--- src/rtl/cache_axi_bridge.sv ---
// cache_axi_bridge: turns the L1 cache rd/wr handshakes into AXI4 master transactions.
// One read and one write in flight; line accesses become 4-beat INCR bursts.
module cache_axi_bridge #(
  parameter logic [3:0] AXI_ID     = 4'd0,
  parameter int         LINE_BEATS = 4
) (
  input  logic         clk,
  input  logic         resetn,
  input  logic         rd_req,
  input  logic [2:0]   rd_type,
  input  logic [31:0]  rd_addr,
  output logic         rd_rdy,
  output logic         ret_valid,
  output logic         ret_last,
  output logic [31:0]  ret_data,
  input  logic         wr_req,
  input  logic [2:0]   wr_type,
  input  logic [31:0]  wr_addr,
  input  logic [3:0]   wr_wstrb,
  input  logic [127:0] wr_data,
  output logic         wr_rdy,
  output logic [3:0]   arid,
  output logic [31:0]  araddr,
  output logic [7:0]   arlen,
  output logic [2:0]   arsize,
  output logic [1:0]   arburst,
  output logic         arvalid,
  input  logic         arready,
  input  logic [3:0]   rid,
  input  logic [31:0]  rdata,
  input  logic [1:0]   rresp,
  input  logic         rlast,
  input  logic         rvalid,
  output logic         rready,
  output logic [3:0]   awid,
  output logic [31:0]  awaddr,
  output logic [7:0]   awlen,
  output logic [2:0]   awsize,
  output logic [1:0]   awburst,
  output logic         awvalid,
  input  logic         awready,
  output logic [31:0]  wdata,
  output logic [3:0]   wstrb,
  output logic         wlast,
  output logic         wvalid,
  input  logic         wready,
  input  logic [3:0]   bid,
  input  logic [1:0]   bresp,
  input  logic         bvalid,
  output logic         bready
);
  localparam logic [7:0] LINE_LEN  = 8'(LINE_BEATS - 1);
  localparam logic [2:0] TYPE_LINE = 3'b100;

  typedef enum logic [1:0] {R_IDLE = 2'd0, R_AR = 2'd1, R_DATA = 2'd2} rd_state_e;
  typedef enum logic [1:0] {W_IDLE = 2'd0, W_SEND = 2'd1, W_RESP = 2'd2} wr_state_e;

  rd_state_e      rd_state_r;
  logic [2:0]     rd_type_r;
  logic [31:0]    rd_addr_r;
  logic           arvalid_r;
  logic           rready_r;

  wr_state_e      wr_state_r;
  logic [2:0]     wr_type_r;
  logic [31:0]    wr_addr_r;
  logic [3:0]     wr_strb_r;
  logic [127:0]   wr_data_r;
  logic           awvalid_r;
  logic           wvalid_r;
  logic           bready_r;
  logic           aw_done_r;
  logic           w_done_r;
  logic [1:0]     beat_r;

  logic           rd_line_s;
  logic           wr_line_s;
  logic [1:0]     word_sel_s;
  logic           wlast_s;
  logic           aw_ok_s;
  logic           w_ok_s;
  logic           unused_ok;

  // Reads wait for the write side to be fully idle, including a write requested this cycle.
  assign rd_rdy = resetn && (rd_state_r == R_IDLE) && (wr_state_r == W_IDLE) && !wr_req;
  assign wr_rdy = resetn && (wr_state_r == W_IDLE);

  assign rd_line_s = (rd_type_r == TYPE_LINE);
  assign arid      = AXI_ID;
  assign araddr    = rd_addr_r;
  assign arlen     = rd_line_s ? LINE_LEN : 8'd0;
  assign arsize    = rd_line_s ? 3'b010 : {1'b0, rd_type_r[1:0]};
  assign arburst   = 2'b01;
  assign arvalid   = arvalid_r;
  assign rready    = rready_r;

  assign ret_valid = rvalid && rready_r;
  assign ret_last  = rvalid && rlast && rready_r;
  assign ret_data  = rdata;

  // Uncached writes take the word sitting at the address's offset within the line.
  assign wr_line_s  = (wr_type_r == TYPE_LINE);
  assign word_sel_s = wr_line_s ? beat_r : wr_addr_r[3:2];
  assign wlast_s    = wr_line_s ? (beat_r == LINE_LEN[1:0]) : 1'b1;
  assign awid       = AXI_ID;
  assign awaddr     = wr_addr_r;
  assign awlen      = wr_line_s ? LINE_LEN : 8'd0;
  assign awsize     = wr_line_s ? 3'b010 : {1'b0, wr_type_r[1:0]};
  assign awburst    = 2'b01;
  assign awvalid    = awvalid_r;
  assign wdata      = wr_data_r[{word_sel_s, 5'd0} +: 32];
  assign wstrb      = wr_line_s ? 4'hf : wr_strb_r;
  assign wlast      = wlast_s;
  assign wvalid     = wvalid_r;
  assign bready     = bready_r;

  assign aw_ok_s   = aw_done_r || (awvalid_r && awready);
  assign w_ok_s    = w_done_r || (wvalid_r && wready && wlast_s);
  assign unused_ok = ^{rid, rresp, bid, bresp};

  // Read FSM: request latch, AR handshake, then stream R beats back to the cache.
  always_ff @(posedge clk) begin
    if (!resetn) begin
      rd_state_r <= R_IDLE;
      rd_type_r  <= 3'd0;
      rd_addr_r  <= 32'd0;
      arvalid_r  <= 1'b0;
      rready_r   <= 1'b0;
    end else begin
      case (rd_state_r)
        R_IDLE: if (rd_req && rd_rdy) begin
          rd_type_r  <= rd_type;
          rd_addr_r  <= rd_addr;
          arvalid_r  <= 1'b1;
          rd_state_r <= R_AR;
        end
        R_AR: if (arready) begin
          arvalid_r  <= 1'b0;
          rready_r   <= 1'b1;
          rd_state_r <= R_DATA;
        end
        R_DATA: if (rvalid && rlast) begin
          rready_r   <= 1'b0;
          rd_state_r <= R_IDLE;
        end
        default: begin
          arvalid_r  <= 1'b0;
          rready_r   <= 1'b0;
          rd_state_r <= R_IDLE;
        end
      endcase
    end
  end

  // Write FSM: AW and W run independently; the response phase starts once both are done.
  always_ff @(posedge clk) begin
    if (!resetn) begin
      wr_state_r <= W_IDLE;
      wr_type_r  <= 3'd0;
      wr_addr_r  <= 32'd0;
      wr_strb_r  <= 4'd0;
      wr_data_r  <= 128'd0;
      awvalid_r  <= 1'b0;
      wvalid_r   <= 1'b0;
      bready_r   <= 1'b0;
      aw_done_r  <= 1'b0;
      w_done_r   <= 1'b0;
      beat_r     <= 2'd0;
    end else begin
      case (wr_state_r)
        W_IDLE: if (wr_req) begin
          wr_type_r  <= wr_type;
          wr_addr_r  <= wr_addr;
          wr_strb_r  <= wr_wstrb;
          wr_data_r  <= wr_data;
          awvalid_r  <= 1'b1;
          wvalid_r   <= 1'b1;
          aw_done_r  <= 1'b0;
          w_done_r   <= 1'b0;
          beat_r     <= 2'd0;
          wr_state_r <= W_SEND;
        end
        W_SEND: begin
          if (awvalid_r && awready) begin
            awvalid_r <= 1'b0;
            aw_done_r <= 1'b1;
          end
          if (wvalid_r && wready) begin
            beat_r <= beat_r + 2'd1;
            if (wlast_s) begin
              wvalid_r <= 1'b0;
              w_done_r <= 1'b1;
            end
          end
          if (aw_ok_s && w_ok_s) begin
            bready_r   <= 1'b1;
            wr_state_r <= W_RESP;
          end
        end
        W_RESP: if (bvalid) begin
          bready_r   <= 1'b0;
          wr_state_r <= W_IDLE;
        end
        default: begin
          awvalid_r  <= 1'b0;
          wvalid_r   <= 1'b0;
          bready_r   <= 1'b0;
          wr_state_r <= W_IDLE;
        end
      endcase
    end
  end
endmodule

--- config.mk ---
export PLATFORM = sky130hd
export DESIGN_NAME = cache_axi_bridge
export DESIGN_NICKNAME = d
export VERILOG_FILES = /design/src/rtl/cache_axi_bridge.sv
export SDC_FILE = /design/constraint.sdc
export NUM_CORES = 1
export LEC_CHECK = 0
export CORE_UTILIZATION = 39
export DETAILED_ROUTE_END_ITERATION = 8
export PLACE_DENSITY = 0.77
export RECOVER_POWER = 100
export SETUP_SLACK_MARGIN = 0.1
export SLEW_MARGIN = 5
export SYNTH_ARGS = -nofsm -noshare
export SYNTH_HDL_FRONTEND = slang
export SYNTH_SLANG_ARGS = --single-unit
--- constraint.sdc ---
create_clock -name clk -period 1.8 [get_ports clk]
set_clock_uncertainty 0.1 [all_clocks]
set_input_delay 0.27 -clock clk [delete_from_list [all_inputs] [get_ports clk]]
set_output_delay 0.27 -clock clk [all_outputs]
set_load 0.01 [all_outputs]
==> impl_summary.log <==
[metrics] drc violations: 24
[metrics] violations in the final reports: design-rule violations, negative setup slack
[metrics] compound-gate portion of the synthesized area: 0.144
[metrics] sequential cell area fraction in the yosys report: 0.408
[metrics] Slew Limit Headroom: 0.365
[metrics] warnings from Yosys: 0
[metrics] starting utilization of the core area: 0.402
[metrics] overall die area: 27700 µm²
[metrics] share of the core filled with cells in the final layout: 0.588
[metrics] number of global-route vias before repair: 9432
[metrics] Period Utilization, post-route: 1.37
[metrics] element type at the critical path start: flop
[metrics] antenna violations before repair: 0
[metrics] nets@finish: 1700
[metrics] average detailed-routed wire length per instance: 18.0 µm
[metrics] clock tree from TritonCTS: built
[metrics] Die X: 167 µm
[metrics] Max-Cap Viols: 0
[metrics] path type of the worst setup path: flop to primary output
[metrics] Slew @ Worst Pin: 0.952 ns
[metrics] clock tree root driver cell: sky130_fd_sc_hd__clkbuf_16
[metrics] endpoint with the worst hold slack: wr_strb_r[3]
[metrics] area of placed instances: 14100 µm²
[metrics] maximum vdd drop: 0.639 mV
[metrics] Layout Cells excl Fill: 1795
[metrics] proportion of layout cells with a drive suffix above 1: 0.197
[metrics] proportion of synthesized area in mux cells: 0.182
[metrics] post-synthesis cell type count: 41
[metrics] DRC violation total after the first TritonRoute iteration: 747
[metrics] clock latency reported for the late side of the worst-skew pair: 0.51 ns
[metrics] number of vias after detailed routing: 9398
[metrics] cell-by-cell listing of the critical path: buf_12, buf_16, mux4_2, mux2_4, buf_6
[metrics] DP Cell Count: 1722
[metrics] crit-path max FO: 6
[metrics] crit path capture type: primary output
[metrics] count of final max-slew check failures: 0
[metrics] unrepaired setup endpoints after global routing: true
[metrics] Data required, critical path: 1.43 ns
[metrics] count of pins on the block boundary: 432
[metrics] most common cell after layout, fill and taps aside: sky130_fd_sc_hd__nand2_1
[metrics] area share of xor/xnor cells in the synthesized design: 0.000830
[metrics] flops & latches, synth: 215
[metrics] register area: 4320 µm²
[metrics] number of nets still failing antenna checks after routing: 0
[metrics] Multi-input gate area: 5560 µm²
[metrics] reported leakage power: 6.17 nW
[metrics] worst reg2reg path depth: 7
[metrics] cell type of the slowest stage on the worst timing path: sky130_fd_sc_hd__mux4_2
[metrics] Syn Inst Count: 1142
[metrics] die height: 167 µm
[metrics] class of the tightest hold or removal check: input port to flop
[metrics] area of the core: 26300 µm²
[metrics] fill count: 2180
[metrics] total grt overflow: 0
[metrics] antenna diode instance count: 0
[metrics] CTS Buf Count: 25
[metrics] Finished Cell Area: 15500 µm²
[metrics] pre-CTS setup slack: -0.497 ns
[metrics] most frequent cells in the layout: sky130_fd_sc_hd__nand2_1 (381), sky130_fd_sc_hd__clkdlybuf4s50_1 (210), sky130_fd_sc_hd__dfxtp_1 (207)
[metrics] final hold viol count: 0
[metrics] buffers added on ports: 329
[metrics] flop2flop setup slack: -0.14 ns
[metrics] Max Clk Rate: 407 MHz
[metrics] HPWL after detailed placement: 20800 µm
[metrics] first-pass detailed-route iteration total: 9
[metrics] outcome: finished, violations left
[metrics] capturing point of the worst reg2reg path: wvalid
[metrics] per-cell via count in the routed design: 5.24
[metrics] post-synthesis share of cell area spent on full adders, half adders and majority gates: 0.00119
[metrics] RD Place Congestion: 0.799
[metrics] clock transition at the registers of the reported paths: 0.06 ns
[metrics] largest family of logic cells by synthesized area: multiplexers
[metrics] count of standard-cell rows: 59
[metrics] count of endpoints failing setup in the final report: 151
[metrics] clock period minus worst slack: 2.46 ns
[metrics] crit path setup slack, layout: -0.659 ns
[metrics] H-tree levels: 1
[metrics] number of enable flip-flop cells after synthesis: 0
[metrics] Pwr Density: 826 nW/µm²
[metrics] most used flip-flop cell after synthesis: sky130_fd_sc_hd__dfxtp_1
[metrics] start point of the worst hold path: wr_wstrb[3]
[metrics] average cell area after synthesis: 9.24 µm²
[metrics] worst hold margin: 0.205 ns
[metrics] total number of clock tree sinks: 215
[metrics] maximum count of clock buffers along a single path: 3
[metrics] CP arrival: 2.09 ns
[metrics] total wirelength of the detailed-routed design: 32300 µm
[metrics] largest net degree at the start of global routing: 229
[metrics] asr flop ratio synth: 0
[metrics] area of the mapped netlist: 10600 µm²
[metrics] overall track demand over capacity in global routing: 0.223
[metrics] source of the worst register-to-register timing path: beat_r[0]
[metrics] layout-stage area growth over the synthesis result: 46.5%
[metrics] post-synthesis share of cell area spent on and, or, nand and nor gates: 0.173
[metrics] worst hold path depth: 3
[metrics] first-pass GRT wire length: 49800 µm
[metrics] critical path's largest stage delay: 0.50 ns
==> routing by layer <==
metal	part of all wire	track usage
met2	0.50	0.398
met4	0.031	0.0825
met5	0	0
met3	0.080	0.0482
met1	0.39	0.261
==> synth_stat cells (3+ instances only) <==
master	count	area share
sky130_fd_sc_hd__nand2_1	383	0.14
sky130_fd_sc_hd__dfxtp_1	215	0.41
sky130_fd_sc_hd__a21boi_1	131	0.093
sky130_fd_sc_hd__buf_4	68	0.048
sky130_fd_sc_hd__mux4_2	64	0.14
sky130_fd_sc_hd__clkbuf_1	51	0.018
sky130_fd_sc_hd__a21boi_0	38	0.027
sky130_fd_sc_hd__buf_2	32	0.015
sky130_fd_sc_hd__mux2_2	32	0.034
sky130_fd_sc_hd__o21ai_0	26	0.012
sky130_fd_sc_hd__nand4_1	23	0.014
sky130_fd_sc_hd__mux2i_1	12	0.011
sky130_fd_sc_hd__a21oi_1	7	0.0033
sky130_fd_sc_hd__buf_6	7	0.0075
sky130_fd_sc_hd__or2_2	5	0.0030
sky130_fd_sc_hd__nor2_1	4	0.0014
sky130_fd_sc_hd__o21a_1	4	0.0028
sky130_fd_sc_hd__and2_1	3	0.0018
sky130_fd_sc_hd__and3_1	3	0.0018
sky130_fd_sc_hd__inv_1	3	0.0011
sky130_fd_sc_hd__nand2b_1	3	0.0018
sky130_fd_sc_hd__nor2b_1	3	0.0018
==> state kept, by name, indices dropped and copies added (netlist names), 2 cells and up <==
| name | cells |
|---|---|
| wr_type_r | 3 |
| araddr | 32 |
| beat_r | 2 |
| awaddr | 32 |
| rd_state_r | 2 |
| wr_data_r | 128 |
| rd_type_r | 3 |
| wr_state_r | 2 |
| wr_strb_r | 4 |
==> stage by stage <==
step / total power [mW] / setup TNS (ns)
finish: 12.8 / -26.38
detailed placement: 7.43 / -51.19
global placement: 7.39 / -49.43
global route: 13.3 / -50.36
CTS: 12.8 / -24.05
floorplan: 6.41 / 0
==> what timing repair did <==
action	4_1_cts	5_1_grt
setup endpoints to repair	121	69
pin swaps	6	6
gates cloned	7	3
resized for setup	362	27
buffers inserted	15	8
hold buffers	0	0
==> logic make-up (layout without fill, tap and decap cells) <==
family,count (synthesis),count (layout)
and+or+nand+nor,441,441
DFF,215,215
AOI/OAI and AO/OA,213,213
buffers and inverters,161,455
muxes,108,108
other,2,26
adders and majority gates,1,1
xor gates and xnor gates,1,1
==> power breakdown <==
group / internal, mW / switching, mW / leakage [nW]
logic: 1.34 / 0.955 / 3.99
registers: 5.02 / 0.190 / 1.76
clock network: 3.28 / 1.98 / 0.419
total: 9.64 / 3.12 / 6.17
==> critical path: cells and delay by family (launching register included) <==
kind,cells,cell delay (ns)
flip-flops,1,0.40
multiplexers,2,0.79
buffers and inverters,3,0.39
==> layout make-up <==
type / count / area share
Clock buffer: 34 / 0.0452
Multi-Input combinational cell: 790 / 0.360
Sequential cell: 215 / 0.279
Timing Repair Buffer: 408 / 0.278
Inverter: 3 / 0.000728
Clock inverter: 10 / 0.00987
Tap cell: 335 / 0.0271
==> worst max-delay path by stage <==
| stage | end | from | slack (ns) | cells after the start |
|---|---|---|---|---|
| after detailed placement | wdata[25] | beat_r[0] | -0.50 | 4 |
| after floorplan | wdata[10] | awaddr[2] | 0.009 | 4 |
| after global routing | wdata[13] | beat_r[0] | -0.73 | 6 |
| final | wdata[4] | awaddr[2] | -0.66 | 5 |
| after global placement | wdata[3] | awaddr[2] | -0.47 | 4 |
| after CTS | wdata[7] | awaddr[2] | -0.69 | 5 |
Note: power is estimated with default switching activity, not from simulation.
